--- src/rtl/alu_share_arb_pkg.sv ---
// Shared definitions for the ALU time-sharing arbiter: widths, ALU op codes,
// FSM states and the request/response payload structs.
package alu_share_arb_pkg;

  localparam int unsigned DATA_W = 32;
  localparam int unsigned OP_W   = 3;

  localparam logic [OP_W-1:0] ALU_ADD  = 3'd0;
  localparam logic [OP_W-1:0] ALU_SUB  = 3'd1;
  localparam logic [OP_W-1:0] ALU_AND  = 3'd2;
  localparam logic [OP_W-1:0] ALU_OR   = 3'd3;
  localparam logic [OP_W-1:0] ALU_XOR  = 3'd4;
  localparam logic [OP_W-1:0] ALU_SLT  = 3'd5;
  localparam logic [OP_W-1:0] ALU_SLTU = 3'd6;

  typedef enum logic [1:0] {
    ST_IDLE = 2'd0,
    ST_EXEC = 2'd1,
    ST_RESP = 2'd2
  } state_e;

  // Operand register contents
  typedef struct packed {
    logic [DATA_W-1:0] a;
    logic [DATA_W-1:0] b;
    logic [OP_W-1:0]   op;
  } alu_req_t;

  // Response register contents
  typedef struct packed {
    logic [DATA_W-1:0] result;
    logic              zero;
    logic              lt;
    logic              gte;
  } alu_rsp_t;

endpackage

--- src/rtl/alu_share_arb_if.sv ---
// One requester's request and response channels.
//   master: requester side (drives req_*, rsp_ready)
//   slave : arbiter side   (drives req_ready, rsp_*)
interface alu_share_arb_if;
  import alu_share_arb_pkg::*;

  logic              req_valid;
  logic              req_ready;
  logic [DATA_W-1:0] req_a;
  logic [DATA_W-1:0] req_b;
  logic [OP_W-1:0]   req_op;
  logic              rsp_valid;
  logic              rsp_ready;
  logic [DATA_W-1:0] rsp_result;
  logic              rsp_zero;
  logic              rsp_lt;
  logic              rsp_gte;

  modport master (
    output req_valid, req_a, req_b, req_op, rsp_ready,
    input  req_ready, rsp_valid, rsp_result, rsp_zero, rsp_lt, rsp_gte
  );

  modport slave (
    input  req_valid, req_a, req_b, req_op, rsp_ready,
    output req_ready, rsp_valid, rsp_result, rsp_zero, rsp_lt, rsp_gte
  );

endinterface

--- src/rtl/ALU.sv ---
// Combinational 32-bit ALU with compare flags.
//   a, b   : operands
//   op     : operation code (op 7 yields zero)
//   result : operation result, mod 2^32
//   zero   : result == 0
//   lt/gte : unsigned a < b / a >= b
module ALU
  import alu_share_arb_pkg::*;
(
  input  logic [DATA_W-1:0] a,
  input  logic [DATA_W-1:0] b,
  input  logic [OP_W-1:0]   op,
  output logic [DATA_W-1:0] result,
  output logic              zero,
  output logic              lt,
  output logic              gte
);

  always_comb begin
    result = '0;
    unique case (op)
      ALU_ADD:  result = a + b;
      ALU_SUB:  result = a - b;
      ALU_AND:  result = a & b;
      ALU_OR:   result = a | b;
      ALU_XOR:  result = a ^ b;
      ALU_SLT:  result = DATA_W'($signed(a) < $signed(b));
      ALU_SLTU: result = DATA_W'(a < b);
      default:  result = '0;
    endcase
  end

  assign zero = (result == '0);
  assign lt   = (a < b);
  assign gte  = ~lt;

endmodule

--- src/rtl/rr_arb2.sv ---
// Two-input round-robin arbiter.
//   valid   : request lines
//   advance : a grant was taken this cycle; hand priority to the other side
//   grant   : one-hot grant (combinational)
module rr_arb2 #(
  parameter int unsigned PRIO_RESET = 0
) (
  input  logic       clk,
  input  logic       rst_n,
  input  logic [1:0] valid,
  input  logic       advance,
  output logic [1:0] grant
);

  logic ptr;

  // A lone requester wins outright; ptr only breaks ties
  always_comb begin
    grant = valid;
    if (valid == 2'b11) grant = ptr ? 2'b10 : 2'b01;
  end

  // Priority goes to the index that was not granted
  always_ff @(posedge clk) begin
    if (!rst_n)       ptr <= 1'(PRIO_RESET);
    else if (advance) ptr <= grant[0];
  end

endmodule

--- src/rtl/alu_share_arb.sv ---
// Time-shares one ALU between two requesters: round-robin grant, operand
// register, one EXEC cycle, result held until the owner accepts it.
//   clk, rst_n : clock, synchronous active-low reset
//   p0, p1     : requester channels (req valid/ready/a/b/op, rsp valid/ready/result/flags)
//   busy       : high while in EXEC or RESP
module alu_share_arb
  import alu_share_arb_pkg::*;
#(
  parameter int unsigned PRIO_RESET = 0
) (
  input  logic            clk,
  input  logic            rst_n,
  alu_share_arb_if.slave  p0,
  alu_share_arb_if.slave  p1,
  output logic            busy
);

  state_e            state_q;
  logic              owner_q;
  alu_req_t          opnd_q;
  alu_rsp_t          rsp_q;
  logic [1:0]        rsp_valid_q;

  logic [1:0]        arb_valid_c;
  logic [1:0]        grant_c;
  logic              handshake_c;
  logic              own_rsp_ready_c;
  alu_req_t          sel_req_c;
  logic [DATA_W-1:0] alu_result;
  logic              alu_zero;
  logic              alu_lt;
  logic              alu_gte;

  // Requests are only visible to the arbiter in IDLE and out of reset
  assign arb_valid_c = {p1.req_valid, p0.req_valid}
                     & {2{rst_n && (state_q == ST_IDLE)}};
  assign handshake_c = |grant_c;

  rr_arb2 #(.PRIO_RESET(PRIO_RESET)) u_arb (
    .clk     (clk),
    .rst_n   (rst_n),
    .valid   (arb_valid_c),
    .advance (handshake_c),
    .grant   (grant_c)
  );

  assign p0.req_ready = grant_c[0];
  assign p1.req_ready = grant_c[1];

  assign sel_req_c = grant_c[1] ? {p1.req_a, p1.req_b, p1.req_op}
                                : {p0.req_a, p0.req_b, p0.req_op};
  assign own_rsp_ready_c = owner_q ? p1.rsp_ready : p0.rsp_ready;

  ALU u_alu (
    .a      (opnd_q.a),
    .b      (opnd_q.b),
    .op     (opnd_q.op),
    .result (alu_result),
    .zero   (alu_zero),
    .lt     (alu_lt),
    .gte    (alu_gte)
  );

  // Sequencer: capture -> evaluate -> hold response
  always_ff @(posedge clk) begin
    if (!rst_n) begin
      state_q     <= ST_IDLE;
      owner_q     <= 1'b0;
      opnd_q      <= '0;
      rsp_q       <= '0;
      rsp_valid_q <= 2'b00;
      busy        <= 1'b0;
    end else begin
      unique case (state_q)
        ST_IDLE: begin
          if (handshake_c) begin
            opnd_q  <= sel_req_c;
            owner_q <= grant_c[1];
            state_q <= ST_EXEC;
            busy    <= 1'b1;
          end
        end
        ST_EXEC: begin
          rsp_q       <= {alu_result, alu_zero, alu_lt, alu_gte};
          rsp_valid_q <= owner_q ? 2'b10 : 2'b01;
          state_q     <= ST_RESP;
        end
        ST_RESP: begin
          if (own_rsp_ready_c) begin
            rsp_valid_q <= 2'b00;
            state_q     <= ST_IDLE;
            busy        <= 1'b0;
          end
        end
        default: begin
          rsp_valid_q <= 2'b00;
          state_q     <= ST_IDLE;
          busy        <= 1'b0;
        end
      endcase
    end
  end

  // Both channels see the shared response register; valid selects the owner
  assign p0.rsp_valid  = rsp_valid_q[0];
  assign p0.rsp_result = rsp_q.result;
  assign p0.rsp_zero   = rsp_q.zero;
  assign p0.rsp_lt     = rsp_q.lt;
  assign p0.rsp_gte    = rsp_q.gte;
  assign p1.rsp_valid  = rsp_valid_q[1];
  assign p1.rsp_result = rsp_q.result;
  assign p1.rsp_zero   = rsp_q.zero;
  assign p1.rsp_lt     = rsp_q.lt;
  assign p1.rsp_gte    = rsp_q.gte;

endmodule

--- src/flat_wrapper.sv ---
// flat-port wrapper written by rule: the top's interface ports become plain ports
module alu_share_arb_flat import alu_share_arb_pkg::*;
#(
  parameter int unsigned PRIO_RESET = 0
)
  (clk, rst_n, busy, p0_req_valid, p0_req_a, p0_req_b, p0_req_op, p0_rsp_ready, p0_req_ready, p0_rsp_valid, p0_rsp_result, p0_rsp_zero, p0_rsp_lt, p0_rsp_gte, p1_req_valid, p1_req_a, p1_req_b, p1_req_op, p1_rsp_ready, p1_req_ready, p1_rsp_valid, p1_rsp_result, p1_rsp_zero, p1_rsp_lt, p1_rsp_gte);
  alu_share_arb_if p0_i ();
  alu_share_arb_if p1_i ();
  input  logic clk;
  input  logic rst_n;
  output logic busy;
  input wire logic [$bits(p0_i.req_valid)-1:0] p0_req_valid;
  input wire logic [$bits(p0_i.req_a)-1:0] p0_req_a;
  input wire logic [$bits(p0_i.req_b)-1:0] p0_req_b;
  input wire logic [$bits(p0_i.req_op)-1:0] p0_req_op;
  input wire logic [$bits(p0_i.rsp_ready)-1:0] p0_rsp_ready;
  output wire logic [$bits(p0_i.req_ready)-1:0] p0_req_ready;
  output wire logic [$bits(p0_i.rsp_valid)-1:0] p0_rsp_valid;
  output wire logic [$bits(p0_i.rsp_result)-1:0] p0_rsp_result;
  output wire logic [$bits(p0_i.rsp_zero)-1:0] p0_rsp_zero;
  output wire logic [$bits(p0_i.rsp_lt)-1:0] p0_rsp_lt;
  output wire logic [$bits(p0_i.rsp_gte)-1:0] p0_rsp_gte;
  input wire logic [$bits(p1_i.req_valid)-1:0] p1_req_valid;
  input wire logic [$bits(p1_i.req_a)-1:0] p1_req_a;
  input wire logic [$bits(p1_i.req_b)-1:0] p1_req_b;
  input wire logic [$bits(p1_i.req_op)-1:0] p1_req_op;
  input wire logic [$bits(p1_i.rsp_ready)-1:0] p1_rsp_ready;
  output wire logic [$bits(p1_i.req_ready)-1:0] p1_req_ready;
  output wire logic [$bits(p1_i.rsp_valid)-1:0] p1_rsp_valid;
  output wire logic [$bits(p1_i.rsp_result)-1:0] p1_rsp_result;
  output wire logic [$bits(p1_i.rsp_zero)-1:0] p1_rsp_zero;
  output wire logic [$bits(p1_i.rsp_lt)-1:0] p1_rsp_lt;
  output wire logic [$bits(p1_i.rsp_gte)-1:0] p1_rsp_gte;
  assign p0_i.req_valid = p0_req_valid;
  assign p0_i.req_a = p0_req_a;
  assign p0_i.req_b = p0_req_b;
  assign p0_i.req_op = p0_req_op;
  assign p0_i.rsp_ready = p0_rsp_ready;
  assign p0_req_ready = p0_i.req_ready;
  assign p0_rsp_valid = p0_i.rsp_valid;
  assign p0_rsp_result = p0_i.rsp_result;
  assign p0_rsp_zero = p0_i.rsp_zero;
  assign p0_rsp_lt = p0_i.rsp_lt;
  assign p0_rsp_gte = p0_i.rsp_gte;
  assign p1_i.req_valid = p1_req_valid;
  assign p1_i.req_a = p1_req_a;
  assign p1_i.req_b = p1_req_b;
  assign p1_i.req_op = p1_req_op;
  assign p1_i.rsp_ready = p1_rsp_ready;
  assign p1_req_ready = p1_i.req_ready;
  assign p1_rsp_valid = p1_i.rsp_valid;
  assign p1_rsp_result = p1_i.rsp_result;
  assign p1_rsp_zero = p1_i.rsp_zero;
  assign p1_rsp_lt = p1_i.rsp_lt;
  assign p1_rsp_gte = p1_i.rsp_gte;
  alu_share_arb #(.PRIO_RESET(PRIO_RESET)) u_core (.clk(clk), .rst_n(rst_n), .p0(p0_i), .p1(p1_i), .busy(busy));
endmodule
--- config.mk ---
export PLATFORM = sky130hd
export DESIGN_NAME = alu_share_arb_flat
export DESIGN_NICKNAME = d
export VERILOG_FILES = /design/src/rtl/alu_share_arb_pkg.sv /design/src/rtl/alu_share_arb_if.sv /design/src/rtl/ALU.sv /design/src/rtl/rr_arb2.sv /design/src/rtl/alu_share_arb.sv /design/src/flat_wrapper.sv
export SDC_FILE = /design/constraint.sdc
export NUM_CORES = 1
export LEC_CHECK = 0
export CORE_ASPECT_RATIO = 1.5
export CORE_UTILIZATION = 36
export CTS_CLUSTER_SIZE = 10
export DETAILED_ROUTE_END_ITERATION = 10
export HOLD_SLACK_MARGIN = 0.02
export PLACE_DENSITY = 0.61
export SLEW_MARGIN = 20
export SYNTH_ARGS = -nofsm -noshare
export SYNTH_HDL_FRONTEND = slang
export SYNTH_HIERARCHICAL = 1
export SYNTH_SLANG_ARGS = --single-unit
--- constraint.sdc ---
create_clock -name clk -period 11.33 [get_ports clk]
set_clock_uncertainty 0.2 [all_clocks]
set_input_delay 1.6995 -clock clk [delete_from_list [all_inputs] [get_ports clk]]
set_output_delay 1.6995 -clock clk [all_outputs]
set_load 0.1 [all_outputs]
; Word-level counts from Yosys, hierarchy flattened
; Index checks and enable logic that the tools add are counted.
[word_totals]
register_bits = 109
input_bits = 140
output_inout_bits = 75
wordCells = 56
[classes]
addsub = 2
n_lt_le_gt_ge = 2
n_eq_ne = 11
n_mux = 13
bitwise_logic = 7
reduce_logical = 9
[op_table]
columns = op, n
row1 = $pmux W32 S7, 1
row2 = $mux W67, 1
row3 = $lt A32 B32 Y1, 2
row4 = $add A32 B32 Y32, 1
row5 = $and A32 B32 Y32, 1
row6 = $logic_not A32 Y1, 1
row7 = $or A32 B32 Y32, 1
row8 = $sub A32 B32 Y32, 1
row9 = $xor A32 B32 Y32, 1
row10 = $pmux W2 S3, 2
row11 = $mux W2, 5
row12 = $eq A3 B3 Y1 const B, 3
row13 = $eq A3 B2 Y1 const B, 2
row14 = $reduce_and A2 Y1, 3
row15 = $eq A2 B2 Y1 const B, 2
row16 = $ne A2 B1 Y1 const B, 2
row17 = $eq A3 B1 Y1 const B, 1
row18 = $logic_not A3 Y1, 1
row19 = $mux W1, 3
row20 = $not A1 Y1, 3
row21 = $pmux W1 S3, 1
row22 = $reduce_and A3 Y1, 1
row23 = $and A2 B2 Y2, 1
row24 = $eq A2 B1 Y1 const B, 1
row25 = 3 further kinds, 3

; Depth between registers and ports, before layout
; Gate-level depths: netlist of the first run.
[depth]
depth_word = 8
ltp_mapped = 17
mapped_depth_nobuf = 16

; Hierarchy
; The synthesis of the first run kept the hierarchy.
[modules_own_cells]
columns = module, instances, cells_per_inst, area_each_um2, seq_area_each_um2
row1 = ALU, 1, 903, 5982.0, 0.0
row2 = alu_share_arb, 1, 525, 5018.6, 2162.1
row3 = rr_arb2, 1, 6, 60.1, 20.0

; Worst setup path before layout of the first run
; Ideal clock, no wire load.
[synth_path]
kind = input -> output
from = input port rst_n
to = output port p1_req_ready
arrival_ps = 4623
required_time_ps = 9431
slack_ps = 4807
cell_stages = 4
n_path_buf = 2
cell_sequence = clkbuf_1 > clkbuf_1 > and3_1 > a21boi_0
[synth_between]
elab_chain_len = 4
[synth_lines]
columns = item, line
row1 = start: declaration, flat_wrapper.sv:10  ; input logic rst_n;
row2 = $logic_and A1 B1 Y1 *, alu_share_arb.sv:36  ; & {2{rst_n && (state_q == ST_IDLE)}};
row3 = $and A2 B2 Y2 *, alu_share_arb.sv:36
row4 = via u_core.arb_valid_c[1], alu_share_arb.sv:24  ; logic [1:0] arb_valid_c;
row5 = $eq A2 B2 Y1, rr_arb2.sv:20  ; if (valid == 2'b11) grant = ptr ? 2'b10 : 2'b01;
row6 = $mux W2 *, rr_arb2.sv:20
row7 = end: declaration, flat_wrapper.sv:28  ; output wire logic [$bits(p1_i.req_ready)-1:0] p1_req_ready;
; Mark *: on every way through the listed nets, which the timed path passes. The rest lies on a longest branch.

; Final worst setup path of the first run
; Ends and elaborated chain as after synthesis.

==> impl_metrics.yaml, run 1 <==
min_path:
  worst_hold_path.endpoint: "u_core/p0.rsp_result[14]"
  hold_start: "u_core/p0.rsp_result[14]"
  hold_depth: 2
  hold_path.class: "reg -> reg"
clocking:
  cts_tree: "done"
  clk_latency_ns: 0.38
  cts_sinks: 109
  htreeDepth: 3
  path_clk_slew_ns: 0.07
  cts_setup_buffers: 0
  clockBufferDepth: 2
  cts-resized-gates: 0
  cts_hold_buf: 0
  cts_buffers: 9
  cts-root-buf: "clkbuf_16"
die:
  design.core.area_um2: 30300
  dieArea_um2: 31400
  ioPinCount: 215
  die_width_um: 145
  rows: 78
  fp.dieH_um: 217
  initial_utilization_pct: 36.6
critical_path:
  r2r_cells: 16
  start_kind: "primary input"
  cp.arrival_ns: 4.87
  endpoint_kind: "output pin"
  required_ns: 9.43
  r2r_start: "u_core/opnd_q[35]"
  r2r_slack_ns: 6.01
  reg2reg_to: "u_core/p0.rsp_zero"
  crit_path_start: "rst_n"
  cp_max_fo: 65
  path_class: "in -> out"
sta:
  hold_viol: 0
  finalCriticalPeriod_ns: 6.77
  fmax_mhz: 148
  worst_pin_slew_ns: 1.02
  slew_headroom_pct: 32.1
  setup_violations: 0
  rsz0062_at_grt: "no"
  layout_setup_ws_ns: 4.56
  timing.hold.ws_ns: 0.266
  setup_tns_ns: 0
  slew_viol_final: 0
  fin_crit_sh_pct: 59.7
placement:
  pre_cts_ws_ns: 4.51
  io_buffers: 214
  dp_hpwl_mm: 29.1
  place_congestion: 0.936
  place_area_um2: 13000
grt:
  antenna_found_initial: 0
  grt_max_degree: 72
  grt_use_total_pct: 23.8
  grt_pass1_wl_mm: 58.9
  overflow: 0
  grt_pass1_vias: 10424
final_layout:
  nNetsFinal: 1780
  multi_input_area_um2: 7720
  syn_to_final_growth_pct: 20.7
  regArea_um2: 2180
  fillers: 3133
  stdcell_area_um2: 13400
  drive_gt1_share_pct: 5.14
  layout_common_cells: "213 x clkdlybuf4s50_1, 145 x nand2_1, 108 x dfxtp_1"
  layout_commonest_cell: "clkdlybuf4s50_1"
  antenna_cells: 0
yosys:
  synth_top_cell_area_share_pct: 19.7
  avgSynthCellArea_um2: 7.71
  synth_warnings: 6
  synth_ff_type: "dfxtp_1"
  synth.area.top_cells: "dfxtp_1 20%, ha_1 12%, mux2i_1 7.0%"
  synthesis.area_um2: 11100
  synth_cell_types: 95
  netlist_instances: 1434
  async_flop_share_pct: 0
  ys_seq_area_share_pct: 19.7
  yosys.area.top_type: "dfxtp_1"
  synth_edf_count: 0
  ys_ff_latch: 109
  synthesis.nets: 1681
drt:
  wl_met3_mm: 1.84
  top_layer_used: "met4"
  wl_met2_mm: 18.6
  first_pass_iters: 6
  route.detailed.drc: 0
  wl_per_cell_um: 19.4
  wl_met1_mm: 16.1
  drt_wl_total_mm: 37.7
  via_count: 11090
  drtIter0Drc: 790
  postRouteAntennaNets: 0
  viasPerCell: 5.72
pwr:
  comb_power_share_pct: 57.8
  p_leak_nw: 5.72
  switching_share_pct: 49.2
  pwr_density_cell_nw_per_um2: 149
  power.internal_w: 0.00101
  clkPwrFrac_pct: 17.8
  p_seq_share_pct: 24.3
  power.net_switching_w: 0.000980
  vdd_drop_max_mv: 0.0841
outcome:
  status: "complete, no violations"
flow_run:
  cap_violations: 0
[through the flow]
step	power (W)	util, %	std cells
5_1_grt	0.00212	44.1	1938
2_1_floorplan	0.00131	-	1434
6_report	0.00199	44.1	1938
4_1_cts	0.00199	44.1	1938
3_3_place_gp	0.00162	43.0	1922
3_5_place_dp	0.00163	43.0	1922
[power by group through the flow]
stage                     Combinational (W)  Sequential (W)  Clock, W
final                               0.00115        0.000485  0.000355
after global routing                0.00124        0.000493  0.000384
after CTS                           0.00114        0.000486  0.000369
after detailed placement            0.00114        0.000496         0
after global placement              0.00113        0.000493         0
after floorplan                    0.000760        0.000548         0
[flip-flops by register name (all words and copies together), names as in the netlist]
signal,count
u_core/p0.rsp_gte,1
u_core/p0.rsp_zero,1
u_core/rsp_valid_q,2
u_core/state_q,2
u_core/owner_q,1
u_core/p0.rsp_lt,1
u_core/u_arb/ptr,1
u_core/p0.rsp_result,32
u_core/busy,1
u_core/opnd_q,67
[cell usage after synthesis (5+ instances only)]
master     instances
a21oi_1           77
nand4_1           12
o211ai_1          27
o21a_1             7
a211o_1            6
nor4_1            14
and2_1             7
o311ai_0           8
and3_1            12
o22ai_1            7
o21ai_0           54
nor2_1            95
nand2_1          145
a21boi_0           5
o31ai_1           11
o221ai_1           5
xnor2_1            6
dfxtp_1          109
a2111oi_0          7
buf_4             38
a21boi_1          36
ha_1             105
clkbuf_1          68
buf_6              8
clkbuf_8           6
nor2b_1           17
or2_2              5
o21bai_1           9
mux2i_1           77
o211a_1           72
a31oi_1           12
a21o_1            15
inv_1             95
nor3_1            15
nand3b_1           5
buf_2             16
a211oi_1          23
nand2b_1          13
nand3_1           85
or3_1              8
[cell families after synthesis]
family	after synthesis	synth area share [%]
multiplexers	81	7.48
AO/OA/AOI/OAI	434	29.2
buffers and inverters	239	10.7
flip-flops	109	19.7
AND/OR/NAND/NOR	457	20.1
XOR/XNOR	7	0.554
adder cells (fa/ha/maj)	107	12.2
[layout make-up]
type	instances	share of cell area (%)
sequential	109	16.3
timing repair buffer	230	16.9
clock buffer	9	1.69
tap	400	3.75
inverter	97	2.73
multi-input combinational	1086	57.8
clock inverter	7	0.778
[critical path: stages]
cell	delay, ns
buf_2	0.73
and3_1	0.34
a21boi_4	0.79
clkdlybuf4s50_1	1.30
[metal layers]
metal,up-vias,track usage (%)
li1,5354,-
met1,5303,29.1
met2,369,42.2
met3,64,2.93
met4,0,9.58
met5,-,0
[how the worst max path moves through the flow]
stage	endpoint	slack (ns)	depth (start not counted)
3_3_place_gp	p1_req_ready	4.53	4
3_5_place_dp	p1_req_ready	4.51	4
5_1_grt	p1_req_ready	4.30	4
6_report	p1_req_ready	4.56	4
4_1_cts	p1_req_ready	4.51	4
2_1_floorplan	p1_req_ready	4.81	4
Power figures use the tool's default switching activity.
==> run 2, diff against run 1 <==
Settings changed: PLACE_DENSITY 0.61 to 0.63.
Clock period 11.33 ns to 5.5 ns, I/O delays scaled along.
==> impl_metrics.yaml, run 2 (synthesis results as in run 1) <==
outcome:
  status: "complete, no violations"
pwr:
  p_leak_nw: 5.79
  vdd_drop_max_mv: 0.160
  pwr_density_cell_nw_per_um2: 307
grt:
  antenna_found_initial: 0
  grt_use_total_pct: 24.5
  grt_pass1_wl_mm: 61.0
  grt_max_degree: 113
  grt_pass1_vias: 10914
  overflow: 0
die:
  initial_utilization_pct: 36.6
  ioPinCount: 215
  rows: 78
  die_width_um: 145
  fp.dieH_um: 217
  design.core.area_um2: 30300
  dieArea_um2: 31400
sta:
  fin_crit_sh_pct: 88.7
  setup_violations: 0
  finalCriticalPeriod_ns: 4.88
  fmax_mhz: 205
  rsz0062_at_grt: "no"
  worst_pin_slew_ns: 1.00
  slew_headroom_pct: 33.1
  hold_viol: 0
  slew_viol_final: 0
  setup_tns_ns: 0
  timing.hold.ws_ns: 0.266
critical_path:
  cpMaxStageDelayCell: "a2111oi_0"
  path_class: "reg -> reg"
  cp_cell_sequence: "inv_1 > ha_1 > a21oi_1 > o21ai_0 > o211a_1 > nor4b_1 > o41ai_1 > a2111oi_0 > or3_1 > o211a_1 > o21ai_2 > or4_1 > nor4b_2 > nand2_1 > a21boi_1"
  cp.arrival_ns: 5.00
  critPathMaxStageDelay_ns: 0.60
  crit_family: "compound AO/OA/AOI/OAI gates"
  required_ns: 5.62
  endpoint_kind: "flop"
  path_buf_inv: 1
  cp_max_fo: 12
  cpMostUsedCell: "o211a_1"
  start_kind: "flop"
clocking:
  cts_sinks: 109
  cts-resized-gates: 0
  clk_latency_ns: 0.39
  cts_buffers: 9
  cts_setup_buffers: 0
  htreeDepth: 3
  clockBufferDepth: 2
  path_clk_slew_ns: 0.08
  cts-root-buf: "clkbuf_16"
  cts_hold_buf: 0
  cts_tree: "done"
final_layout:
  syn_to_final_growth_pct: 21.7
  largest_reg_flops: 67
  antenna_cells: 0
  layout_common_cells: "211 x clkdlybuf4s50_1, 145 x nand2_1, 108 x dfxtp_1"
  drive_gt1_share_pct: 6.00
  multi_input_area_um2: 7720
  top_register: "u_core/opnd_q"
  nNetsFinal: 1792
  fillers: 3145
  layout_commonest_cell: "clkdlybuf4s50_1"
  utilization_pct: 44.5
  regArea_um2: 2180
drt:
  first_pass_iters: 7
  postRouteAntennaNets: 0
  drt_wl_total_mm: 38.5
  route.detailed.drc: 0
  wl_per_cell_um: 19.7
  drtIter0Drc: 784
  via_count: 11231
  viasPerCell: 5.76
placement:
  dp_hpwl_mm: 30.0
  io_buffers: 214
  place_congestion: 0.982
flow_run:
  cap_violations: 0
min_path:
  hold_path.class: "reg -> reg"
## run 2: changes by cell type in the layout (fill, tap and decap cells not counted), sizes merged
cell and delta:
clkbuf +1, clkdlybuf4s50 -2, buf +14, inv -1
## run 2: final timing paths
kind	from	to	slack (ns)	cells after the start
max	u_core/opnd_q[45]	u_core/p0.rsp_zero	0.62	15
min	u_core/p0.rsp_gte	u_core/p0.rsp_gte	0.27	2
min reg2reg	u_core/p0.rsp_gte	u_core/p0.rsp_gte	0.27	2
max reg2reg	u_core/opnd_q[45]	u_core/p0.rsp_zero	0.62	15
## run 2: metrics by stage
| step | area (um2) | setup slack, ns | total power, W | std cells |
|---|---|---|---|---|
| 2_1_floorplan | 11100 | 0.209 | 0.00270 | 1434 |
| 3_3_place_gp | 13100 | 0.823 | 0.00336 | 1933 |
| 3_5_place_dp | 13100 | 0.770 | 0.00338 | 1934 |
| 4_1_cts | 13500 | 0.730 | 0.00413 | 1950 |
| 5_1_grt | 13500 | 0.345 | 0.00439 | 1950 |
| 6_report | 13500 | 0.624 | 0.00413 | 1950 |
## run 2: cell type report
class	instances	area share [%]
Timing Repair Buffer	242	17.5
Sequential cell	109	16.2
Clock buffer	10	1.78
Tap cell	400	3.72
Multi-Input combinational cell	1086	57.4
Inverter	97	2.70
Clock inverter	6	0.688
## run 2: where the power goes
| part | total, W | internal [W] | switching, W |
|---|---|---|---|
| registers | 0.000989 | 0.000882 | 0.000107 |
| clock network | 0.000738 | 0.000414 | 0.000324 |
| logic | 0.00240 | 0.000816 | 0.00158 |
## run 2: worst reg2reg max path, delay by kind of cell, from the launching register on
| family | cells | cell delay [ns] |
|---|---|---|
| AO/OA/AOI/OAI | 8 | 2.17 |
| adder cells (fa/ha/maj) | 1 | 0.48 |
| AND/OR/NAND/NOR | 5 | 1.49 |
| flip-flops | 1 | 0.40 |
| buffers and inverters | 1 | 0.06 |
## run 2: metal layers
| metal | track usage (%) | share of wire (%) |
|---|---|---|
| met2 | 42.5 | 49 |
| met4 | 10.2 | 3.1 |
| met1 | 30.0 | 43 |
| met5 | 0 | 0 |
| met3 | 3.89 | 5.4 |
